File: src/rtl/hazard_ctrl_pkg.sv
// Shared types and defaults for the 5-stage pipeline hazard controller.
package hazard_pkg;

    localparam int MEM_TIMEOUT_DEF = 16;
    localparam int CNT_W_DEF       = 32;

    typedef enum logic [1:0] {
        RUN      = 2'd0,
        LU_STALL = 2'd1,
        MEM_WAIT = 2'd2,
        FAULT    = 2'd3
    } hz_state_e;

    typedef struct packed {
        logic stall_if;
        logic stall_id;
        logic stall_ex;
        logic stall_mem;
        logic flush_id;
        logic flush_ex;
        logic flush_mem;
        logic flush_wb;
    } pipe_ctrl_t;

endpackage

File: src/rtl/hazard_ctrl_hz_timeout_cnt.sv
// Saturating dmem-busy counter; hit_o flags the busy cycle that brings the
// count to MEM_TIMEOUT.
module hz_timeout_cnt
    import hazard_pkg::*;
#(
    parameter int MEM_TIMEOUT = MEM_TIMEOUT_DEF,
    localparam int CW = $clog2(MEM_TIMEOUT + 1)
) (
    input  logic clk_i,
    input  logic rst_i,
    input  logic clr_i,
    input  logic inc_i,
    output logic hit_o
);

    localparam logic [CW-1:0] CntMax = CW'(MEM_TIMEOUT);
    localparam logic [CW-1:0] CntPre = CW'(MEM_TIMEOUT - 1);

    logic [CW-1:0] cnt_q, cnt_d;

    always_comb begin
        cnt_d = cnt_q;
        if (clr_i) begin
            cnt_d = '0;
        end else if (inc_i && (cnt_q != CntMax)) begin
            cnt_d = cnt_q + CW'(1);
        end
    end

    always_ff @(posedge clk_i or posedge rst_i) begin
        if (rst_i) begin
            cnt_q <= '0;
        end else begin
            cnt_q <= cnt_d;
        end
    end

    // The current busy cycle is counted too, so the hit fires one step early.
    assign hit_o = inc_i && (cnt_q >= CntPre);

endmodule

File: src/rtl/hazard_ctrl.sv
// Pipeline hazard controller: per-stage stall/flush for IF..WB.
// Optional performance counters enabled by defining HAZARD_PERF_CNT_EN.
module hazard_ctrl
    import hazard_pkg::*;
#(
    parameter int MEM_TIMEOUT = MEM_TIMEOUT_DEF,
    parameter int CNT_W       = CNT_W_DEF
) (
    input  logic clk_i,
    input  logic rst_i,
    input  logic load_use_stall_i,
    input  logic branch_taken_i,
    input  logic dmem_busy_i,
    input  logic trap_i,
    output logic stall_if_o,
    output logic stall_id_o,
    output logic stall_ex_o,
    output logic stall_mem_o,
    output logic flush_id_o,
    output logic flush_ex_o,
    output logic flush_mem_o,
    output logic flush_wb_o,
    output logic mem_fault_o
`ifdef HAZARD_PERF_CNT_EN
    ,
    output logic [CNT_W-1:0] lu_stall_cnt_o,
    output logic [CNT_W-1:0] mem_wait_cnt_o,
    output logic [CNT_W-1:0] flush_cnt_o
`endif
);

    localparam logic [1:0] S_RUN      = RUN;
    localparam logic [1:0] S_LU_STALL = LU_STALL;
    localparam logic [1:0] S_MEM_WAIT = MEM_WAIT;
    localparam logic [1:0] S_FAULT    = FAULT;

    if (MEM_TIMEOUT < 2 || CNT_W < 1) begin : g_bad_param
        $error("hazard_ctrl: MEM_TIMEOUT must be >= 2 and CNT_W >= 1");
    end

    logic [1:0] state_q, state_d;
    pipe_ctrl_t ctrl;
    logic       fault;
    logic       busy_eff;
    logic       tmo_hit;
    logic       tmo_clr;

    // Busy is not serviced while a trap commits or while reporting a fault.
    assign busy_eff = dmem_busy_i && !trap_i && (state_q != S_FAULT);
    assign tmo_clr  = !busy_eff || tmo_hit;

    hz_timeout_cnt #(
        .MEM_TIMEOUT(MEM_TIMEOUT)
    ) u_tmo (
        .clk_i (clk_i),
        .rst_i (rst_i),
        .clr_i (tmo_clr),
        .inc_i (busy_eff),
        .hit_o (tmo_hit)
    );

    always_comb begin
        ctrl    = '0;
        fault   = 1'b0;
        state_d = S_RUN;
        if (trap_i) begin
            ctrl.flush_id  = 1'b1;
            ctrl.flush_ex  = 1'b1;
            ctrl.flush_mem = 1'b1;
        end else if (state_q == S_FAULT) begin
            ctrl.flush_id = 1'b1;
        end else if (busy_eff) begin
            if (tmo_hit) begin
                fault          = 1'b1;
                ctrl.flush_id  = 1'b1;
                ctrl.flush_ex  = 1'b1;
                ctrl.flush_mem = 1'b1;
                ctrl.flush_wb  = 1'b1;
                state_d        = S_FAULT;
            end else begin
                ctrl.stall_if  = 1'b1;
                ctrl.stall_id  = 1'b1;
                ctrl.stall_ex  = 1'b1;
                ctrl.stall_mem = 1'b1;
                ctrl.flush_wb  = 1'b1;
                state_d        = S_MEM_WAIT;
            end
        end else if (branch_taken_i) begin
            ctrl.flush_id = 1'b1;
            ctrl.flush_ex = 1'b1;
        end else if (load_use_stall_i && (state_q != S_LU_STALL)) begin
            // The load has moved on to MEM after one bubble; forwarding covers it.
            ctrl.stall_if = 1'b1;
            ctrl.stall_id = 1'b1;
            ctrl.flush_ex = 1'b1;
            state_d       = S_LU_STALL;
        end
    end

    always_ff @(posedge clk_i or posedge rst_i) begin
        if (rst_i) begin
            state_q <= S_RUN;
        end else begin
            state_q <= state_d;
        end
    end

    assign stall_if_o  = !rst_i && ctrl.stall_if;
    assign stall_id_o  = !rst_i && ctrl.stall_id;
    assign stall_ex_o  = !rst_i && ctrl.stall_ex;
    assign stall_mem_o = !rst_i && ctrl.stall_mem;
    assign flush_id_o  = !rst_i && ctrl.flush_id;
    assign flush_ex_o  = !rst_i && ctrl.flush_ex;
    assign flush_mem_o = !rst_i && ctrl.flush_mem;
    assign flush_wb_o  = !rst_i && ctrl.flush_wb;
    assign mem_fault_o = !rst_i && fault;

`ifdef HAZARD_PERF_CNT_EN
    logic             lu_ev, flush_ev;
    logic [CNT_W-1:0] lu_cnt_q, mem_cnt_q, flush_cnt_q;

    // Load-use is the only case stalling IF without MEM; branch flush is the
    // only flush pattern touching ID and EX but not MEM.
    assign lu_ev    = ctrl.stall_if && !ctrl.stall_mem;
    assign flush_ev = trap_i || (ctrl.flush_id && ctrl.flush_ex && !ctrl.flush_mem);

    always_ff @(posedge clk_i or posedge rst_i) begin
        if (rst_i) begin
            lu_cnt_q    <= '0;
            mem_cnt_q   <= '0;
            flush_cnt_q <= '0;
        end else begin
            if (lu_ev)    lu_cnt_q    <= lu_cnt_q + CNT_W'(1);
            if (busy_eff) mem_cnt_q   <= mem_cnt_q + CNT_W'(1);
            if (flush_ev) flush_cnt_q <= flush_cnt_q + CNT_W'(1);
        end
    end

    assign lu_stall_cnt_o = lu_cnt_q;
    assign mem_wait_cnt_o = mem_cnt_q;
    assign flush_cnt_o    = flush_cnt_q;
`endif

endmodule

File: config.mk
export PLATFORM = sky130hd
export DESIGN_NAME = hazard_ctrl
export DESIGN_NICKNAME = d
export VERILOG_FILES = /design/src/rtl/hazard_ctrl_pkg.sv /design/src/rtl/hazard_ctrl_hz_timeout_cnt.sv /design/src/rtl/hazard_ctrl.sv
export SDC_FILE = /design/constraint.sdc
export NUM_CORES = 1
export LEC_CHECK = 0
export ABC_AREA = 1
export CAP_MARGIN = 40
export CORE_AREA = 2 2 49 51
export CTS_CLUSTER_DIAMETER = 100
export DETAILED_ROUTE_END_ITERATION = 10
export DIE_AREA = 0 0 51 53
export PLACE_DENSITY = 0.53
export SLEW_MARGIN = 0
export SYNTH_ARGS = -nofsm -noshare
export SYNTH_HDL_FRONTEND = slang
export SYNTH_HIERARCHICAL = 1
export SYNTH_SLANG_ARGS = --single-unit
File: constraint.sdc
create_clock -name clk_i -period 4.3 [get_ports clk_i]
set_clock_uncertainty 0.2 [all_clocks]
set_input_delay 0.645 -clock clk_i [delete_from_list [all_inputs] [get_ports clk_i]]
set_output_delay 0.645 -clock clk_i [all_outputs]
set_load 0.01 [all_outputs]
; Yosys cells after proc, flatten, opt, wreduce, memory -nomap -nowiden
; Index checks and enable logic that the tools add are counted.
[totals]
register_bits = 7
latchBits = 0
ramBits = 0
mem_bits_ro = 0
input_bits = 6
out_inout_bits = 9
elab_cells = 56
n_memories = 0
[op_classes]
n_addsub = 1
multipliers = 0
n_div = 0
order_cmp = 1
n_eq_ne = 4
shift = 0
muxes = 29
n_bitwise = 0
reduce_logical = 19
[op_table]
columns = op, n
row1 = $mux 2, 9
row2 = $logic_and 1x1->1, 14
row3 = $mux 1, 12
row4 = $mux 4, 3
row5 = $mux 5, 2
row6 = $mux 3, 3
row7 = $add 5x1->5 const B, 1
row8 = $ge 5x4->1 const B, 1
row9 = $ne 5x5->1 const B, 1
row10 = $logic_not 1->1, 3
row11 = $eq 2x2->1 const B, 1
row12 = $ne 2x1->1 const B, 1
row13 = $ne 2x2->1 const B, 1
row14 = $reduce_bool 2->1, 1
row15 = $logic_or 1x1->1, 1

; Logic depth before layout (Yosys ltp)
; Gate-level depths: netlist (run 1).
[depth]
depth_word = 9
mapped_depth = 12
mapped_depth_nobuf = 12

; Modules after synthesis
; Netlist (run 1), hierarchy kept.
[by_module_without_submodules]
columns = mod, instances, cells_each, area_each_um2, seq_area_each_um2
row1 = hz_timeout_cnt, 1, 45, 354.1, 125.1
row2 = hazard_ctrl, 1, 38, 254.0, 50.0

; Least setup slack after synthesis (run 1)
; No wires, ideal clock.
[synth_path]
path_kind = input port to output port
start = input port trap_i
end = output port flush_ex_o
arrival_time_ns = 1.767
required_ns = 3.455
path_slack_ns = 1.688
cell_stages = 9
n_path_buf = 0
cell_sequence = inv_2 > nand3_4 > inv_1 > inv_1 > a21oi_1 > inv_1 > a21oi_1 > nand2_1 > a21oi_1
[synth_via]
elab_chain_cells = 9
[synth_lines]
columns = item, line_no
row1 = start: declaration, hazard_ctrl.sv:14  ; input logic trap_i,
row2 = $logic_not 1->1, hazard_ctrl.sv:49  ; assign busy_eff = dmem_busy_i && !trap_i && (state_q != S_FAULT);
row3 = $logic_and 1x1->1 (2 in a row), hazard_ctrl.sv:49
row4 = via busy_eff, hazard_ctrl.sv:44  ; logic busy_eff;
row5 = $logic_and 1x1->1, hazard_ctrl_hz_timeout_cnt.sv:39  ; assign hit_o = inc_i && (cnt_q >= CntPre);
row6 = via tmo_hit, hazard_ctrl.sv:45  ; logic tmo_hit;
row7 = $mux 3, hazard_ctrl.sv:73  ; if (tmo_hit) begin
row8 = $mux 2, hazard_ctrl.sv:72  ; end else if (busy_eff) begin
row9 = $mux 3, hazard_ctrl.sv:70  ; end else if (state_q == S_FAULT) begin
row10 = $mux 3, hazard_ctrl.sv:66  ; if (trap_i) begin
row11 = $logic_and 1x1->1, hazard_ctrl.sv:113  ; assign flush_ex_o = !rst_i && ctrl.flush_ex;
row12 = end: declaration, hazard_ctrl.sv:20  ; output logic flush_ex_o,
; The timed path passes the listed nets, and every way through them passes these cells.

; Worst setup path in the final report (run 1)
; Same ends and word-level chain as after synthesis.

==> results.txt, run 1 <==
Slew Viols, Final - 0
Worst-margin pin slew - 0.363 ns
Dpl ws - 0.572 ns
CTS resizes - 0
WHS Path Cells - 2
Syn Area/Cell - 7.33 um2
Core area - 0.00215 mm2
Initial Util - 28.3%
Post-Route WL - 1160 um
Synth-to-Final Area Change - 30.0%
TritonCTS clock tree - yes
Highest Clock Rate - 0.269 GHz
Shortest period the worst path allows - 3.72 ns
Setup slack after layout - 0.578 ns
Post-layout util - 36.8%
Via Count - 544
Endpoints failing hold - 0
Final Cell Area - 791 um2
Slew margin rel. - 75.7%
CTS Buffer Depth - 2
CP delay by family, top - buffers and inverters
Final Cycle Share - 86.6%
Unrepaired setup endpoints after global routing - false
Share of cells above drive strength 1 - 24.5%
Worst Hold Launch - u_tmo/cnt_q[3]
Post-synth EDFFs - 0
# IOs - 15
Vias in the first global route - 526
CP cell instances - clkdlybuf4s50_1, inv_2, nand3_4, inv_1, inv_1, a21oi_1, inv_1, a21oi_1, nand2_1, a21oi_1, clkdlybuf4s50_1
Reg2reg start - u_tmo/cnt_q[1]
Initial antenna violation count - 0
Drt wl/cell - 9.23 um
Mapped Cells - 83
Critical path class - in -> out
Synth area leader - dfrtp_1
Pin count of the biggest net entering global routing - 10
Reg2Reg Setup Slack - 2.24 ns
Peak VDD IR - 135 uV
Syn Std Cell Area - 608 um2
Vias/cell - 4.32
Sum Neg Setup Slack - 0 ns
Hold crit path type - reg -> reg
Post-CTS Setup Inserts - 0
Cell row count - 17
Cell with the most instances after synthesis - inv_1
Die width - 51 um
Synth top area cells - dfrtp_1, inv_1, nand2_1, ha_1, nand3_1
Synth Flop Type - dfrtp_1
Initial drt markers - 5
Slowest CP cell - clkdlybuf4s50_1
Critical-path maximum fanout - 7
Critical path arrival - 2.88 ns
Number of buffers and inverters on the critical path - 6
YS warnings - 6
Commonest cells in the netlist - inv_1, nand2_1, dfrtp_1, nand3_1, nor2_1
Final setup vio count - 0
Syn_nets - 92
Power per cell area - 209 mW/mm2
Grt ovf - 0
Ant diodes - 0
Clock root cell - clkbuf_4
Layout Nets - 108
DRC - 0
Drt first pass iters - 4
Global-route wire length before repair - 2130 um
Die area - 0.00270 mm2
Asr flop ratio synth - 100%
Total power - 166 uW
Dpl cell area - 764 um2
Clk sinks - 7
Crit end category - output pin
CP Launch Type - primary input
Flops & latches, synth - 7
Fill cells - 222
MaxCap Viol Count - 0
H-tree levels - 1
Leak Pwr - 0.000386 uW
Cts hold-fix bufs - 0
Num CTS Buffers - 3
Post-DRT Antenna Nets - 0
Gpl congestion - 0.819
Register area share after synthesis - 28.8%
Post-synth cell types - 21
Chip height - 53 um
GRT Util Overall - 10.6%
Req. time, crit path - 3.45 ns
R2R cell count - 11
Synth top area share - 28.8%
CTS clock-pin slew for the worst setup and hold paths - 0.05 ns
Worst-skew pair later-pin latency - 0.24 ns
Largest stage delay on the critical path - 0.56 ns
Hold Path End - u_tmo/cnt_q[3]
Buffers on Ports - 14
Status - complete, no violations
HPWL after DPL - 976 um
R2R Path End - u_tmo/cnt_q[0]
worst min-delay path, cell delays in order, from the launching register on:
cell	delay, ns
dfrtp_1	0.40
nand3_1	0.09
nand2_1	0.06
area by class of cell:
type                       instances  area, um2  area share [%]
clock buffer                       4       26.3            3.32
inverter                          19       72.6            9.18
multi-input combinational         54        342            43.2
sequential                         7        175            22.2
tap                               28       35.0            4.43
timing repair buffer              14        140            17.7
report_power, final:
group / total [uW] / internal, uW / switching (uW)
clock network: 56.6 / 35.2 / 21.4
logic: 39.5 / 18.0 / 21.6
registers: 69.5 / 67.8 / 1.68
total: 166 / 121 / 44.7
metrics by stage:
| stage | hold slack, ns | std cells |
|---|---|---|
| final | 0.391 | 126 |
| after global routing | 0.439 | 126 |
| after CTS | 0.391 | 126 |
| after detailed placement | 0.379 | 122 |
| after global placement | 0.390 | 122 |
| after floorplan | 0.224 | 83 |
flip-flops by register name, indices dropped and copies added (netlist names):
signal and count:
u_tmo/cnt_q 5, state_q 2
placed cells by master (no fill, tap or decap):
master | synthesis | final
clkinv_2 | 1 | 1
nand2_2 | 4 | 4
nand3_1 | 7 | 7
nand3_4 | 2 | 2
nor2_1 | 6 | 6
dfrtp_1 | 7 | 7
inv_1 | 14 | 14
nand4_1 | 4 | 4
a21oi_2 | 1 | 1
nor3_2 | 2 | 2
a21oi_1 | 4 | 4
clkbuf_1 | 1 | 1
ha_1 | 3 | 3
nand2_1 | 13 | 13
xor2_1 | 1 | 1
nor2_2 | 4 | 4
clkbuf_4 | 0 | 3
o21ai_2 | 1 | 1
nand3_2 | 1 | 1
clkdlybuf4s50_1 | 0 | 14
nand2_4 | 1 | 1
inv_2 | 4 | 4
logic make-up (layout without fill, tap and decap cells):
group	Yosys count	count (layout)	share of synthesized area (%)
buffers and inverters	22	37	15.0
AOI/OAI and AO/OA	6	6	6.17
adders and majority gates	3	3	6.17
DFF	7	7	28.8
and+or+nand+nor	44	44	42.4
xor gates and xnor gates	1	1	1.44
per-layer routing:
| layer | global-route usage [%] | part of all wire, % | vias up |
|---|---|---|---|
| met5 | 0 | 0 | - |
| met4 | 6.76 | 0 | 0 |
| met3 | 1.69 | 2.1 | 0 |
| met2 | 16.7 | 50 | 10 |
| met1 | 13.3 | 48 | 245 |
| li1 | - | - | 289 |
how the worst max path moves through the flow:
stage / from / slack [ns] / cells past startpoint / endpoint
after detailed placement: trap_i / 0.57 / 11 / flush_ex_o
final: trap_i / 0.58 / 11 / flush_ex_o
after global routing: trap_i / 0.34 / 11 / flush_ex_o
after floorplan: trap_i / 1.69 / 9 / flush_ex_o
after CTS: trap_i / 0.56 / 11 / flush_ex_o
after global placement: trap_i / 0.56 / 11 / flush_ex_o
(Power assumes the default switching activity.)
==> run 2, diff against run 1 <==
--- a/config.mk
+++ b/config.mk
@@ -7,11 +7,11 @@
 export LEC_CHECK = 0
 export ABC_AREA = 1
 export CAP_MARGIN = 40
-export CORE_AREA = 2 2 49 51
+export CORE_AREA = 2 2 39 41
 export CTS_CLUSTER_DIAMETER = 100
 export DETAILED_ROUTE_END_ITERATION = 10
-export DIE_AREA = 0 0 51 53
-export PLACE_DENSITY = 0.53
+export DIE_AREA = 0 0 41 43
+export PLACE_DENSITY = 0.77
 export SLEW_MARGIN = 0
 export SYNTH_ARGS = -nofsm -noshare
 export SYNTH_HDL_FRONTEND = slang
==> run 2 against run 1 <==
  * Sequential power is essentially flat
  * Clock power decreased by 1%
  * Critical path depth unchanged
  * Register-to-register slack worse by 0.04 ns
  * Non-clock buffer count stayed put
  * Total power hardly changed
  * Clock-buffer cell count shrank 1
  * Wire length decreased by 2.2%
  * Hold slack got worse by 0.0036 ns
  * Critical path type unchanged
==> results.txt, run 2 (synthesis results as in run 1) <==
Unrepaired setup endpoints after global routing - false (unchanged)
Worst-margin pin slew - 0.355 ns (was 0.363 ns)
Largest regs - u_tmo/cnt_q: 5 flops, state_q: 2 flops (unchanged)
Core area - 0.00138 mm2 (was 0.00215 mm2)
Clk sinks - 7 (unchanged)
H-tree levels - 1 (unchanged)
Synth-to-Final Area Change - 27.8% (was 30.0%)
TritonCTS clock tree - yes (unchanged)
Power per cell area - 213 mW/mm2 (was 209 mW/mm2)
Dpl ws - 0.535 ns (was 0.572 ns)
Leak Pwr - 0.000389 uW (was 0.000386 uW)
Global-route wire length before repair - 1930 um (was 2130 um)
Share of cells above drive strength 1 - 25.5% (was 24.5%)
Crit end category - output pin (unchanged)
CTS Buffer Depth - 2 (unchanged)
Num CTS Buffers - 3 (unchanged)
Grt ovf - 0 (unchanged)
Endpoints failing hold - 0 (unchanged)
Drt first pass iters - 4 (unchanged)
Max FFs per register - 5 (unchanged)
Shortest period the worst path allows - 3.79 ns (was 3.72 ns)
# IOs - 15 (unchanged)
MaxCap Viol Count - 0 (unchanged)
Drt wl/cell - 9.97 um (was 9.23 um)
Die width - 41 um (was 51 um)
R2R cell count - 11 (unchanged)
Post-DRT Antenna Nets - 0 (unchanged)
Setup slack after layout - 0.506 ns (was 0.578 ns)
Reg2reg start - u_tmo/cnt_q[1] (unchanged)
Post-Route WL - 1140 um (was 1160 um)
DRC - 0 (unchanged)
HPWL after DPL - 994 um (was 976 um)
Via Count - 544 (unchanged)
Critical-path maximum fanout - 7 (unchanged)
Initial drt markers - 10 (was 5)
Status - complete, no violations (unchanged)
Buffers on Ports - 14 (unchanged)
Cell row count - 14 (was 17)
Post-CTS Setup Inserts - 0 (unchanged)
Initial antenna violation count - 0 (unchanged)
Cts hold-fix bufs - 0 (unchanged)
Hold Path End - u_tmo/cnt_q[3] (unchanged)
R2R Path End - u_tmo/cnt_q[0] (unchanged)
Hold crit path type - reg -> reg (unchanged)
CTS clock-pin slew for the worst setup and hold paths - 0.05 ns (about the same)
WHS Path Cells - 2 (unchanged)
Worst-skew pair later-pin latency - 0.24 ns (about the same)
Slowest CP cell - clkdlybuf4s50_1 (unchanged)
Most frequent cells in the layout - inv_1, clkdlybuf4s50_1, nand2_1 (unchanged)
Largest stage delay on the critical path - 0.56 ns (about the same)
Gpl congestion - 0.887 (was 0.819)
Slew margin rel. - 76.3% (was 75.7%)
Total power - 166 uW (about the same)
Highest Clock Rate - 0.264 GHz (was 0.269 GHz)
Die area - 0.00176 mm2 (was 0.00270 mm2)
GRT Util Overall - 15.7% (was 10.6%)
Final setup vio count - 0 (unchanged)
Pin count of the biggest net entering global routing - 10 (unchanged)
Reg2Reg Setup Slack - 2.20 ns (was 2.24 ns)
Clock root cell - clkbuf_4 (unchanged)
CP cell instances - clkdlybuf4s50_1, inv_2, nand3_4, inv_1, inv_1, a21oi_1, inv_1, a21oi_1, nand2_1, a21oi_1, clkdlybuf4s50_1 (unchanged)
Req. time, crit path - 3.45 ns (about the same)
Final Cycle Share - 88.2% (was 86.6%)
Sum Neg Setup Slack - 0 ns (unchanged)
Vias/cell - 4.77 (was 4.32)
CTS resizes - 0 (unchanged)
Peak VDD IR - 139 uV (was 135 uV)
Slew Viols, Final - 0 (unchanged)
Largest reg by FF count - u_tmo/cnt_q (unchanged)
Layout Nets - 108 (unchanged)
Vias in the first global route - 484 (was 526)
CP Launch Type - primary input (unchanged)
Worst Hold Launch - u_tmo/cnt_q[3] (unchanged)
Critical path arrival - 2.95 ns (was 2.88 ns)
Ant diodes - 0 (unchanged)
Chip height - 43 um (was 53 um)
Initial Util - 43.9% (was 28.3%)
Critical path class - in -> out (unchanged)
## run 2: changes by cell type in the layout (fill, tap and decap cells not counted)
cell / delta
clkbuf_1: -1
clkinv_2: +1
## run 2: routing by layer
layer,share of wire [%],GRT usage [%]
met5,0,0
met4,0,8.00
met3,3.3,0
met2,52,22.8
met1,45,23.1
## run 2: worst max path at each step
stage	start	slack, ns	cells after the start	endpoint
floorplan	trap_i	1.69	9	flush_ex_o
global placement	trap_i	0.59	11	flush_ex_o
detailed placement	trap_i	0.54	11	flush_ex_o
CTS	trap_i	0.52	11	flush_ex_o
global route	trap_i	0.34	11	flush_ex_o
finish	trap_i	0.51	11	flush_ex_o
## run 2: power by group
part	switching [uW]	internal (uW)	total, uW
clock	22.2	33.8	56.0
sequential	1.72	67.8	69.5
combinational	22.2	17.9	40.1
total	46.1	119	166
## run 2: critical path: cells and delay by family
family                 cells  cell delay, ns
AOI/OAI and AO/OA          3            0.57
buffers and inverters      6            1.56
and+or+nand+nor            2            0.18
## run 2: final cells by class
cell class                      count  area (um2)
Clock buffer                        3        22.5
Clock inverter                      1        5.00
Fill cell                         123         607
Inverter                           19        72.6
Multi-Input combinational cell     54         342
Sequential cell                     7         175
Tap cell                           16        20.0
Timing Repair Buffer               14         140
## run 2: metrics by stage
stage | instance area [um2] | hold WS (ns) | util, % | std cells
2_1_floorplan | 608 | 0.224 | - | 83
3_3_place_gp | 749 | 0.370 | 54.2 | 110
3_5_place_dp | 749 | 0.374 | 54.2 | 110
4_1_cts | 777 | 0.388 | 56.1 | 114
5_1_grt | 777 | 0.428 | 56.1 | 114
6_report | 777 | 0.387 | 56.1 | 114
